### config.mk
export PLATFORM = sky130hd
export DESIGN_NAME = pulse_emitter_flat
export DESIGN_NICKNAME = d
export VERILOG_FILES = /design/src/rtl/pulse_emitter_if.sv /design/src/rtl/pulse_emitter.sv /design/src/flat_wrapper.sv
export SDC_FILE = /design/constraint.sdc
export NUM_CORES = 1
export LEC_CHECK = 0
export ABC_AREA = 0
export CELL_PAD_IN_SITES_DETAIL_PLACEMENT = 1
export CELL_PAD_IN_SITES_GLOBAL_PLACEMENT = 1
export CORE_MARGIN = 10
export CORE_UTILIZATION = 40
export DETAILED_ROUTE_END_ITERATION = 12
export PLACE_DENSITY = 0.92
export SETUP_SLACK_MARGIN = 0.02
export SLEW_MARGIN = 40
export SYNTH_ARGS = -nofsm -noshare
export SYNTH_HDL_FRONTEND = slang
export SYNTH_SLANG_ARGS = --single-unit
### constraint.sdc
create_clock -name clk -period 2.8 [get_ports clk]
set_clock_uncertainty 0.05 [all_clocks]
set_input_delay 0.28 -clock clk [delete_from_list [all_inputs] [get_ports clk]]
set_output_delay 0.28 -clock clk [all_outputs]
set_load 0.01 [all_outputs]
### src/rtl/pulse_emitter_if.sv
// rtl/pulse_emitter_if.sv - burst request / pulse line bundle between control logic and pulse_emitter
interface pulse_emitter_if #(
    parameter int CNT_W = 8,
    parameter int GAP_W = 4
);
    logic             req_valid;
    logic [CNT_W-1:0] req_count;
    logic [GAP_W-1:0] req_gap;
    logic             req_ready;
    logic             abort;
    logic             pulse_out;
    logic             busy;
    logic             done;
    logic [15:0]      sent_total;

    modport master (
        output req_valid, req_count, req_gap, abort,
        input  req_ready, pulse_out, busy, done, sent_total
    );

    modport slave (
        input  req_valid, req_count, req_gap, abort,
        output req_ready, pulse_out, busy, done, sent_total
    );
endinterface

### src/rtl/pulse_emitter.sv
// rtl/pulse_emitter.sv - emits bursts of isolated one-cycle pulses with a programmable low gap
// Optional emitted-pulse counter on sent_total enabled by PULSE_EMITTER_STATS_EN.
module pulse_emitter #(
    parameter int CNT_W = 8,
    parameter int GAP_W = 4
) (
    input  logic            clk,
    input  logic            rst_n,
    pulse_emitter_if.slave  bus
);
    localparam logic [1:0] S_IDLE  = 2'd0;
    localparam logic [1:0] S_PULSE = 2'd1;
    localparam logic [1:0] S_GAP   = 2'd2;

    logic [1:0]       r_state;
    logic [1:0]       w_state_nxt;
    logic [CNT_W-1:0] r_remaining;
    logic [CNT_W-1:0] w_remaining_nxt;
    logic [GAP_W-1:0] r_gap_len;
    logic [GAP_W-1:0] w_gap_len_nxt;
    logic [GAP_W-1:0] r_gap_cnt;
    logic [GAP_W-1:0] w_gap_cnt_nxt;
    logic [GAP_W-1:0] w_gap_req;
    logic             r_pulse;
    logic             r_done;
    logic             w_done_nxt;
    logic             w_busy;
    logic             w_accept;

    assign w_busy    = (r_state != S_IDLE);
    assign w_accept  = bus.req_valid && !w_busy;
    assign w_gap_req = (bus.req_gap == '0) ? {{(GAP_W-1){1'b0}}, 1'b1} : bus.req_gap;

    always_comb begin
        w_state_nxt     = r_state;
        w_remaining_nxt = r_remaining;
        w_gap_len_nxt   = r_gap_len;
        w_gap_cnt_nxt   = r_gap_cnt;
        w_done_nxt      = 1'b0;
        if (w_busy && bus.abort) begin
            // a pulse already on the line this cycle stays emitted; only the rest is dropped
            w_state_nxt     = S_IDLE;
            w_remaining_nxt = '0;
            w_gap_cnt_nxt   = '0;
        end else begin
            case (r_state)
                S_IDLE: begin
                    if (w_accept) begin
                        w_gap_len_nxt   = w_gap_req;
                        w_remaining_nxt = bus.req_count;
                        if (bus.req_count != '0) begin
                            w_state_nxt = S_PULSE;
                        end else begin
                            w_done_nxt = 1'b1;
                        end
                    end
                end
                S_PULSE: begin
                    if (r_remaining != '0) begin
                        w_remaining_nxt = r_remaining - 1'b1;
                    end
                    w_gap_cnt_nxt = r_gap_len;
                    w_state_nxt   = S_GAP;
                end
                S_GAP: begin
                    if (r_gap_cnt > {{(GAP_W-1){1'b0}}, 1'b1}) begin
                        w_gap_cnt_nxt = r_gap_cnt - 1'b1;
                    end else begin
                        w_gap_cnt_nxt = '0;
                        if (r_remaining != '0) begin
                            w_state_nxt = S_PULSE;
                        end else begin
                            w_state_nxt = S_IDLE;
                            w_done_nxt  = 1'b1;
                        end
                    end
                end
                default: begin
                    w_state_nxt = S_IDLE;
                end
            endcase
        end
    end

    always_ff @(posedge clk or negedge rst_n) begin
        if (!rst_n) begin
            r_state     <= S_IDLE;
            r_remaining <= '0;
            r_gap_len   <= {{(GAP_W-1){1'b0}}, 1'b1};
            r_gap_cnt   <= '0;
            r_pulse     <= 1'b0;
            r_done      <= 1'b0;
        end else begin
            r_state     <= w_state_nxt;
            r_remaining <= w_remaining_nxt;
            r_gap_len   <= w_gap_len_nxt;
            r_gap_cnt   <= w_gap_cnt_nxt;
            // pulse line mirrors the registered state so it is glitch-free
            r_pulse     <= (w_state_nxt == S_PULSE);
            r_done      <= w_done_nxt;
        end
    end

`ifdef PULSE_EMITTER_STATS_EN
    logic [15:0] r_sent_total;

    always_ff @(posedge clk or negedge rst_n) begin
        if (!rst_n) begin
            r_sent_total <= 16'h0000;
        end else if (r_pulse && (r_sent_total != 16'hFFFF)) begin
            r_sent_total <= r_sent_total + 16'd1;
        end
    end

    assign bus.sent_total = r_sent_total;
`else
    assign bus.sent_total = 16'h0000;
`endif

    assign bus.req_ready = !w_busy;
    assign bus.busy      = w_busy;
    assign bus.pulse_out = r_pulse;
    assign bus.done      = r_done;
endmodule

### src/flat_wrapper.sv
// flat-port wrapper written by rule: the top's interface ports become plain ports
module pulse_emitter_flat 
#(
    parameter int CNT_W = 8,
    parameter int GAP_W = 4
)
  (clk, rst_n, bus_req_valid, bus_req_count, bus_req_gap, bus_abort, bus_req_ready, bus_pulse_out, bus_busy, bus_done, bus_sent_total);
  pulse_emitter_if #(.CNT_W(CNT_W), .GAP_W(GAP_W)) bus_i ();
  input  logic clk;
  input  logic rst_n;
  input wire logic [$bits(bus_i.req_valid)-1:0] bus_req_valid;
  input wire logic [$bits(bus_i.req_count)-1:0] bus_req_count;
  input wire logic [$bits(bus_i.req_gap)-1:0] bus_req_gap;
  input wire logic [$bits(bus_i.abort)-1:0] bus_abort;
  output wire logic [$bits(bus_i.req_ready)-1:0] bus_req_ready;
  output wire logic [$bits(bus_i.pulse_out)-1:0] bus_pulse_out;
  output wire logic [$bits(bus_i.busy)-1:0] bus_busy;
  output wire logic [$bits(bus_i.done)-1:0] bus_done;
  output wire logic [$bits(bus_i.sent_total)-1:0] bus_sent_total;
  assign bus_i.req_valid = bus_req_valid;
  assign bus_i.req_count = bus_req_count;
  assign bus_i.req_gap = bus_req_gap;
  assign bus_i.abort = bus_abort;
  assign bus_req_ready = bus_i.req_ready;
  assign bus_pulse_out = bus_i.pulse_out;
  assign bus_busy = bus_i.busy;
  assign bus_done = bus_i.done;
  assign bus_sent_total = bus_i.sent_total;
  pulse_emitter #(.CNT_W(CNT_W), .GAP_W(GAP_W)) u_core (.clk(clk), .rst_n(rst_n), .bus(bus_i));
endmodule
**Word-level counts from Yosys, hierarchy flattened**

Index checks and enable logic that the tools add are counted.

- Register bits after elaboration: 20
- Input bits: 16
- Output and inout port bits: 20
- Word-level logic and storage cells: 47

- Add/sub/neg operators: 2
- Order comparisons: 1
- Equality and inequality tests: 5
- Muxes and demuxes: 20
- Bitwise operators: 1
- Reductions and logical operators: 12

Operators by type and width:

| cell | number |
|---|---|
| $mux W8 | 3 |
| $pmux W8 S2 | 1 |
| $reduce_bool A8 Y1 | 2 |
| $mux W4 | 3 |
| $mux W2 | 4 |
| $pmux W4 S2 | 1 |
| $sub A8 B1 Y8 const B | 1 |
| $mux W1 | 6 |
| $ne A3 B1 Y1 const B | 2 |
| $pmux W2 S3 | 1 |
| $reduce_and A3 Y1 | 2 |
| $reduce_bool A3 Y1 | 2 |
| $eq A2 B1 Y1 const B | 2 |
| $gt A4 B1 Y1 const B | 1 |
| $logic_not A4 Y1 | 1 |
| $sub A4 B1 Y4 const B | 1 |
| $eq A2 B2 Y1 const B | 1 |
| $logic_and A1 B1 Y1 | 2 |
| $logic_not A2 Y1 | 1 |
| $pmux W1 S2 | 1 |
| $reduce_bool A2 Y1 | 1 |
| $logic_not A1 Y1 | 1 |
| $not A1 Y1 | 1 |

**Logic depth before layout (Yosys ltp)**

- Word-level depth: 7
- Depth in mapped cells: 8
- Gate-level depth less buffers: 6

**Worst setup path before layout**

OpenSTA, ideal clock, no wires.

- Kind: register to register
- Start: reg u_core.r_state[0]
- End: reg u_core.r_remaining[4]
- Library setup time: 126 ps
- Data arrival time: 1636 ps
- Required time: 2624 ps
- Path slack: 988 ps
- Stages on the path, launching flop included: 8
- Path buffers: 1
- Period minus slack after synthesis: 1812 ps
- Path through: dfrtp_1 > inv_1 > ha_1 > and2_1 > buf_6 > or2_2 > o21ai_1 > o2bb2ai_1

- Word-level cells in the longest chain between the ends: 5
- Elaborated cells between the ends (all ways): 12
- Classes of those cells: eq/ne: 3; mux: 2; reduce/logical: 7

RTL lines:

| what | RTL line | source |
|---|---|---|
| start: declaration | pulse_emitter.sv:15 | `logic [1:0] r_state;` |
| start signal: assignment | pulse_emitter.sv:94 | `r_state <= w_state_nxt;` |
| $reduce_bool A2 Y1 | pulse_emitter.sv:30 | `assign w_busy = (r_state != S_IDLE);` |
| $logic_not A1 Y1 | -- |  |
| named net bus_req_ready | flat_wrapper.sv:15 | `output wire logic [$bits(bus_i.req_ready)-1:0] bus_req_ready;` |
| $logic_and A1 B1 Y1 | pulse_emitter.sv:31 | `assign w_accept = bus.req_valid && !w_busy;` |
| $ne A3 B1 Y1 (no source line) | -- |  |
| $reduce_and A3 Y1 (no source line) | -- |  |
| end signal: assignment | pulse_emitter.sv:95 | `r_remaining <= w_remaining_nxt;` |
| end: declaration | pulse_emitter.sv:17 | `logic [CNT_W-1:0] r_remaining;` |

The timed path passes the listed nets, and every way through them passes these cells.
A chain may end at the register's enable or synchronous reset.

**Final worst setup path**

- Start: reg u_core.r_state[1]
- End: out bus_req_ready

- Word-level cells in the longest chain between the ends: 2

RTL lines:

| what | RTL line | source |
|---|---|---|
| $reduce_bool A2 Y1 | pulse_emitter.sv:30 |  |
| $logic_not A1 Y1 | pulse_emitter.sv:120 | `assign bus.req_ready = !w_busy;` |
| end: declaration | flat_wrapper.sv:15 |  |

Every way passes these cells.

==> flow_metrics.env <==
export IMPL_outcome="finished clean"
export IMPL_finalWirelength_um=4110
export IMPL_hold_slack_ns=0.4304
export IMPL_grt_overflow=0
export IMPL_final_min_clock_period_ns=2.200
export IMPL_synthXorXnorAreaFrac=0.005983
export IMPL_endpoint_kind="output pin"
export IMPL_ys_warnings_count=0
export IMPL_setup_ws_ns=0.6004
export IMPL_ios=36
export IMPL_slew_headroom=0.5996
export IMPL_pwr_share_seq=0.315
export IMPL_tightest_slew_ns=0.5955
export IMPL_grt_pass1_wl_um=6734
export IMPL_power_frac_comb=0.529
export IMPL_yosysSeqAreaShare=0.3427
export IMPL_core_mm2=0.003442
export IMPL_path_max_fanout=9
export IMPL_clockBufferDepth=2
export IMPL_numCtsBuffers=3
export IMPL_cts_sinks=20
export IMPL_drc=0
export IMPL_clk_pin_slew_ns=0.08
export IMPL_max_cap_viol_count=0
export IMPL_swShare=0.4488
export IMPL_vias_per_cell=5.440
export IMPL_total_power_uw=1885
export IMPL_vdd_ir_drop_max_mv=0.5119
export IMPL_ys_types=47
export IMPL_hold_class="register to register"
export IMPL_avgSynthCellArea_um2=9.149
export IMPL_routabilityCongestion=0.8737
export IMPL_synthMuxAreaShare=0.02137
export IMPL_critPathRequiredTime_ns=2.47
export IMPL_antenna_found_initial=0
export IMPL_vias=1224
export IMPL_drt_iter0_markers=77
export IMPL_p_switching_uw=846.1
export IMPL_placementRows=21
export IMPL_power_density_mw_per_mm2=1115
export IMPL_die_y_um=80.50
export IMPL_grt_max_degree=21
export IMPL_mostFrequentLayoutCell="dfrtp_1"
export IMPL_finalMaxSlewViolations=0
export IMPL_ctsRootBufferMaster="clkbuf_8"
export IMPL_final_hold_violation_count=0
export IMPL_firstDrtPassIters=4
export IMPL_track_usage=0.1298
export IMPL_initial_utilization=0.4253
export IMPL_synth_seq_cells=20
export IMPL_final_layout_size_suffix_gt1_frac=0.08939
export IMPL_intPower_uw=1039
export IMPL_grt_pass1_vias=1328
export IMPL_synthesis_area_mm2=0.001464
export IMPL_n_antenna_cell=0
export IMPL_clk_latency_ns=0.27
export IMPL_synth_top_family_by_area="compound AO/OA/AOI/OAI gates"
export IMPL_netlist_instances=160
export IMPL_routedWlPerCell_um=18.27
export IMPL_critical_path_class="register to output pin"
export IMPL_p_leak_uw=0.0007121
export IMPL_synth_edf_count=0
export IMPL_ant_nets=0
export IMPL_pre_cts_ws_ns=0.7310
export IMPL_final_cell_mix="19 x dfrtp_1, 18 x clkdlybuf4s50_1, 16 x conb_1"
export IMPL_fin_tns_setup_ns=0
export IMPL_synth_adder_area_share=0.05983
export IMPL_final_core_util=0.4911
export IMPL_die_w_um=80.50
export IMPL_cp_arrival_ns=1.87
export IMPL_area_growth_pct=15.47
export IMPL_port_buffers=19
export IMPL_setup_viol=0
export IMPL_h_tree_depth=1
export IMPL_yosys_area_share_simple=0.2043
export IMPL_synth_compound_area_frac=0.2274
export IMPL_timing_final_crit_share=0.7856
export IMPL_ctsResizeCount=0
export IMPL_clock_fmax_mhz=454.6
export IMPL_synthArstFlopShare=1.000
export IMPL_cts_tree="done"
export IMPL_num_fill_cells=404
export IMPL_final_nets=203
export IMPL_critPathLaunchType="register"
export IMPL_ys_flop_type="dfrtp_1"
export IMPL_hpwl_um=3250
export IMPL_rsz0062_at_grt="no"
export IMPL_die_area_mm2=0.006479
export IMPL_clkPwrFrac=0.157
export IMPL_rrSetupSlack_ns=0.69
-- critical path: stages, from the launching register on --
cell and delay (ns):
dfrtp_1 0.47, inv_1 0.14, ha_1 0.35, clkdlybuf4s50_1 0.63
-- layer usage --
| layer | track usage | part of all wire | vias to the layer above |
|---|---|---|---|
| met5 | 0 | 0 | - |
| met4 | 0.04225 | 0.014 | 0 |
| met3 | 0.03229 | 0.049 | 7 |
| met2 | 0.2532 | 0.55 | 23 |
| met1 | 0.1285 | 0.38 | 609 |
| li1 | - | - | 585 |
-- sequential cells by signal (all words and copies together) (netlist names) --
signal                cells
u_core.bus.done           1
u_core.bus.pulse_out      1
u_core.r_gap_cnt          4
u_core.r_gap_len          4
u_core.r_remaining        8
u_core.r_state            2
-- logic make-up (layout without fill, tap and decap cells) --
logic type               after synthesis  after routing
buffers and inverters                 32             36
other                                  1             16
adder cells (fa/ha/maj)                7              7
XOR/XNOR                               1              1
AND/OR/NAND/NOR                       48             48
AO/OA/AOI/OAI                         48             48
flip-flops                            20             20
multiplexers                           3              3
-- layout make-up --
cell class,instances,area [um2],share of cell area
well taps,46,57.56,0.03405
repair buffers,20,195.2,0.1155
clock buffers,3,41.29,0.02443
clock inverters,1,30.03,0.01776
inverters,12,45.04,0.02665
flip-flops and latches,20,501.7,0.2968
multi-input cells,123,819.5,0.4848
-- final timing paths --
path | depth (start not counted) | startpoint | end
max | 3 | u_core.r_state[1] | bus_req_ready
min | 2 | u_core.r_gap_len[0] | u_core.r_gap_len[0]
max reg2reg | 6 | u_core.r_state[1] | u_core.r_remaining[6]
min reg2reg | 2 | u_core.r_gap_len[0] | u_core.r_gap_len[0]
max in group asynchronous | 2 | rst_n | u_core.r_gap_len[0]
min in group asynchronous | 2 | rst_n | u_core.r_state[1]
-- cells in the mapped netlist (3+ instances only) --
library cell,n,area [um2]
nand2_1,11,41.29
buf_4,16,120.1
o21ai_0,14,70.07
o2bb2ai_1,7,61.31
nor2_1,8,30.03
a211oi_1,3,22.52
inv_1,12,45.04
a2bb2oi_1,3,26.28
a21oi_1,5,25.02
ha_1,7,87.58
nor3_1,8,40.04
dfrtp_1,19,475.5
-- power by group through the flow --
stage,clock [uW],combinational (uW),sequential [uW]
floorplan,0,781,545
global placement,0,945,579
detailed placement,0,991,595
CTS,308,1010,589
global route,315,1110,613
finish,296,996,593
-- through the flow --
stage	std cells	area [um2]
after CTS	225	1690
after detailed placement	220	1609
after global placement	220	1614
final	225	1690
after floorplan	175	1520
after global routing	225	1690
-- repair_timing --
action                    4_1_cts  5_1_grt
hold endpoints to repair       19        0
hold buffers                    1        0
buffers inserted                0        0
(Power assumes the default switching activity.)
